==> config.mk <==
export PLATFORM = sky130hd
export DESIGN_NAME = div_n_tick_gen
export DESIGN_NICKNAME = d
export VERILOG_FILES = /design/src/rtl/div_n_tick_gen.sv
export SDC_FILE = /design/constraint.sdc
export NUM_CORES = 1
export LEC_CHECK = 0
export BUFFER_PORTS_ARGS = -buffer_cell sky130_fd_sc_hd__buf_4
export CORE_AREA = 2 2 69 84
export CTS_CLUSTER_SIZE = 25
export DETAILED_ROUTE_END_ITERATION = 16
export DIE_AREA = 0 0 71 86
export PLACE_DENSITY = 0.82
export SLEW_MARGIN = 20
export SYNTH_ARGS = -nofsm -noshare
export SYNTH_HDL_FRONTEND = slang
export SYNTH_SLANG_ARGS = --single-unit
==> constraint.sdc <==
create_clock -name clk -period 6.9 [get_ports clk]
set_clock_uncertainty 0.2 [all_clocks]
set_input_delay 0.345 -clock clk [delete_from_list [all_inputs] [get_ports clk]]
set_output_delay 0.345 -clock clk [all_outputs]
set_load 0.1 [all_outputs]
==> src/rtl/div_n_tick_gen.sv <==
// rtl/div_n_tick_gen.sv - rate-selectable clock divider with 1-cycle tick and square-wave output
module div_n_tick_gen #(
  parameter int unsigned CNT_W    = 32,
  parameter int unsigned SEL_W    = 2,
  parameter int unsigned BASE_DIV = 312500
) (
  input  logic             clk,
  input  logic             rst,
  input  logic             en,
  input  logic [SEL_W-1:0] sel,
  output logic             tick,
  output logic             clk_out,
  output logic [SEL_W-1:0] sel_cur,
  output logic [CNT_W-1:0] div_cur
);

  localparam logic [63:0] MAX_DIV = 64'(BASE_DIV) << ((1 << SEL_W) - 1);

  generate
    if (BASE_DIV < 2) begin : g_bad_base
      $error("div_n_tick_gen: BASE_DIV must be at least 2");
    end
    if (CNT_W < 64) begin : g_width_chk
      if ((MAX_DIV >> CNT_W) != 64'd0) begin : g_bad_width
        $error("div_n_tick_gen: largest divisor does not fit in CNT_W");
      end
    end
  endgenerate

  logic [CNT_W-1:0] cnt;
  logic             terminal;
  logic [CNT_W-1:0] div_sel;

  assign terminal = (cnt == div_cur - CNT_W'(1));
  assign div_sel  = CNT_W'(BASE_DIV) << sel;

  // sel is only ever applied at a period boundary or while parked at cnt==0,
  // so a running period is never shortened or stretched.
  always_ff @(posedge clk) begin
    if (rst) begin
      cnt     <= '0;
      tick    <= 1'b0;
      clk_out <= 1'b0;
      sel_cur <= '0;
      div_cur <= CNT_W'(BASE_DIV);
    end else begin
      tick <= 1'b0;
      if (en) begin
        if (terminal) begin
          cnt     <= '0;
          tick    <= 1'b1;
          clk_out <= ~clk_out;
          sel_cur <= sel;
          div_cur <= div_sel;
        end else begin
          cnt <= cnt + CNT_W'(1);
        end
      end else if (cnt == '0) begin
        sel_cur <= sel;
        div_cur <= div_sel;
      end
    end
  end

endmodule
# ---- Yosys cells after proc, flatten, opt, wreduce, memory -nomap -nowiden
# Index checks and enable logic that the tools add are counted.
dict set report word_totals {
  out_inout_bits 36
  regBits 68
}
dict set report op_classes {
  reduce_logical 5
  add_sub_neg 2
  bitwise 2
  n_eq_ne 2
  muxes 8
  shift 1
}
# cell count
set op_table {}
lappend op_table {{two-way mux 32 bit} 4}
lappend op_table {{adder 32 x 1 -> 32 bit (second input constant)} 1}
lappend op_table {{equality test 32 bit} 1}
lappend op_table {{zero test 32 bit} 1}
lappend op_table {{<< shifter 19 x 2 -> 32 bit (first input constant)} 1}
lappend op_table {{subtractor 32 x 1 -> 32 bit (second input constant)} 1}
lappend op_table {{two-way mux 2 bit} 3}
lappend op_table {{AND reduction 2 bit} 2}
lappend op_table {{!= test 2 x 1 -> 1 bit (second input constant)} 1}
lappend op_table {{NOT 1 bit} 2}
lappend op_table {{nonzero test 2 bit} 1}
lappend op_table {{OR reduction 2 bit} 1}
lappend op_table {{two-way mux 1 bit} 1}

# ---- Logic depth before layout (Yosys ltp)
dict set report depth {
  word_depth 4
  ltp_mapped 13
}

# ---- Worst setup path after synthesis
# No wires, ideal clock.
dict set report synth_path {
  path_type {register to register}
  from {register div_cur[19]}
  to {register div_cur[15]}
  t_arrival_ps 3507
  path_stages_with_launch 13
  n_path_buf 3
  period_less_slack_ps 3861
  path_slack_ps 3039
  setup_ps 155
  path_cell_list {dfxtp_1 buf_2 inv_1 ha_1 clkbuf_1 or3b_1 o41a_1 o31a_1 or4_4 nor4_4 buf_4 o21ai_0 a21boi_0}
}
dict set report synth_via {
  elab_chain_len 4
}
# element line
set synth_lines {}
lappend synth_lines {{start, declared} 14} ;# output logic [CNT_W-1:0] div_cur
lappend synth_lines {{start signal, assigned} 45} ;# div_cur <= CNT_W'(BASE_DIV);
lappend synth_lines {{start signal, assigned} 54} ;# div_cur <= div_sel;
lappend synth_lines {{start signal, assigned} 60} ;# div_cur <= div_sel;
lappend synth_lines {{subtractor 32 x 1 -> 32 bit} 34} ;# assign terminal = (cnt == div_cur - CNT_W'(1));
lappend synth_lines {{equality test 32 bit} 34}
lappend synth_lines {{!= test 2 x 1 -> 1 bit (no source line)} n/a}
lappend synth_lines {{AND reduction 2 bit (no source line)} n/a}
# No other way between the ends.
# A chain may end at the register's enable or synchronous reset.

# ---- Worst setup path in the final report
dict set report layout_path {
  from {register div_cur[19]}
  to {register cnt[12]}
}
dict set report layout_via {
  elab_chain_len 3
}
# element line
set layout_lines {}
lappend layout_lines {{subtractor 32 x 1 -> 32 bit} 34}
lappend layout_lines {{equality test 32 bit} 34}
lappend layout_lines {{two-way mux 32 bit} 49} ;# if (terminal) begin
lappend layout_lines {{end signal, assigned} 56} ;# cnt <= cnt + CNT_W'(1);
lappend layout_lines {{end, declared} 30} ;# logic [CNT_W-1:0] cnt;
# No other way between the ends.

==> out/results.ini <==
[setup_path]
worstPathArrival_ns = 4.25
cp_max_fo = 31
cp.required_ns = 6.86
endpoint_kind = flip-flop
critPathKind = flip-flop to flip-flop
worst_setup_path_start_kind = flip-flop

[sta]
finalCriticalPeriod_ns = 4.29
relSlewSlack = 0.340
timing.final.crit_share = 0.621
setup_slack_ns = 2.61
final_hold_viol_count = 0
hold_slack_ns = 0.173
slew_violations = 0
finalSetupViolations = 0
worst_pin_slew_ns = 0.983
final.setup.tns_ns = 0
rsz0062_at_grt = false
max_freq_mhz = 233

[die]
die_x_um = 71
core.rowCount = 29
floorplan.die_area_mm2 = 0.00611
start_util = 0.597
pin_count = 41
coreArea_mm2 = 0.00526
die_h_um = 86

[pwr]
powerDensity_mw_per_mm2 = 202
p_total_uw = 663
peakVddDrop_uv = 172
leakagePower_nw = 1.28

[clocking]
cts.sinks = 46
cts_resized = 0
h-tree-depth = 2
clock_path_buffers = 2
numCtsBuffers = 5
clockRootBuffer = clkbuf_8
clk_pin_slew_ns = 0.10
cts_tree = done
clock_latency_ns = 0.31
cts_hold_buffers = 0
cts_setup_buffers = 0

[synthesis]
yosysWarnings = 0
yosysUniqueCellTypes = 57
synth_seq_cells = 46
syn_avg_cell_area_um2 = 7.85
yosys.area.top_type_share = 0.293
synth-edff-count = 0
netlist_instances = 400
netlist_area_mm2 = 0.00314
yosysTopAreaCell = dfxtp_1
async_flop_share = 0
ys.flop_type = dfxtp_1
yosysSeqAreaShare = 0.293
synthTopCellsByArea = dfxtp_1 (29%), nor2_1 (6.7%), xnor2_1 (6.7%)
yosysMostFrequentCell = nor2_1
synth_common_cells = nor2_1 (56), dfxtp_1 (46), buf_4 (26), xnor2_1 (24), xor2_1 (24)

[route]
routed_via_density = 6.03
num_vias = 2749
wl_per_cell_um = 15.9
ant_nets = 0
drt_iter0_drc = 246
drtPass1Iterations = 4
post-route-drc-count = 0
routed_wl_um = 7260

[final_layout]
multi_input_area_mm2 = 0.00191
areaGrowthSynthToFinish_pct = 4.50
num-fill-cells = 461
drive_gt1_frac = 0.104
final_nets = 407
stdcell_area_mm2 = 0.00328
fin_cells = 456
finish.utilization = 0.624
n_antenna_cell = 0
register_area_um2 = 921

[grt]
grt_util_met3 = 0.0364
grtUsageTotal = 0.244
grt_max_degree = 32
grt_pass1_wl_um = 12000
grt_pass1_vias = 2473
antenna_found_initial = 0
grt-ovfl-total = 0
met2_usage = 0.381
met1_usage = 0.334
gr-max-usage-layer = met2

[placed_design]
place_inst = 448
dpl_cell_area_mm2 = 0.00317
place.port_buffers = 28
place_ws_ns = 2.63
dp_hpwl_um = 5320
place_congestion = 0.939

[worst_hold_path]
hold_path.class = input port to flip-flop

[outcome]
status = completed

[run]
max_cap_viol_count = 0

[worst max-delay path: stages, from the launching register on]
cell	delay [ns]
dfxtp_1	0.45
inv_1	0.13
ha_1	0.32
or3b_1	0.43
o41a_1	0.41
o31a_1	0.11
or4_4	0.51
nor4_4	0.59
or2_1	0.83
nor3_1	0.13
[metal layers]
metal | routed length (um) | vias to the layer above
li1 | - | 1335
met1 | 3150 | 1268
met2 | 3320 | 114
met3 | 457 | 32
met4 | 323 | 0
met5 | 0 | -
[area by class of cell]
cell class,instances,share of cell area
multi-input combinational,298,0.581
sequential,46,0.281
timing repair buffer,28,0.0641
tap,62,0.0236
clock buffer,5,0.0210
inverter,14,0.0160
clock inverter,3,0.0133
[logic make-up (layout without fill, tap and decap cells)]
kind of cell | count (synthesis) | after routing | share of synthesized area
other cells | 1 | 12 | 0.00119
simple gates | 185 | 185 | 0.310
fa+ha+maj | 9 | 9 | 0.0359
flops | 46 | 46 | 0.293
buf+inv | 67 | 50 | 0.112
mux | 7 | 7 | 0.0223
xor+xnor | 48 | 48 | 0.134
compound gates | 37 | 37 | 0.0909
[flip-flops by register name, indices dropped and copies added, names as in the netlist]
| register | cells |
|---|---|
| div_cur | 11 |
| clk_out | 1 |
| tick | 1 |
| sel_cur | 1 |
| cnt | 32 |
[where the power goes]
part | total, mW | switching, mW | internal [mW]
registers | 0.291 | 0.0190 | 0.272
logic | 0.166 | 0.130 | 0.0359
clock network | 0.207 | 0.0983 | 0.109
[cells in the final DEF, fill, tap and decap left out, types with 11 or more instances in the layout]
cell	n
buf_4	28
xor2_1	24
conb_1	12
nor3_1	17
dfxtp_1	46
nor4_1	11
inv_1	14
nand4_1	16
nand3_1	19
xnor2_1	24
nor2_1	56
nand2_1	19
[path summary, 6_finish.rpt]
path                    start  endpoint  slack [ns]  cells after the start
setup / recovery  div_cur[19]   cnt[12]        2.61                      9
hold / removal            rst      tick        0.17                      2
setup reg to reg  div_cur[19]   cnt[12]        2.61                      9
hold reg to reg       clk_out   clk_out        0.35                      2
Note: power is estimated with default switching activity, not from simulation.
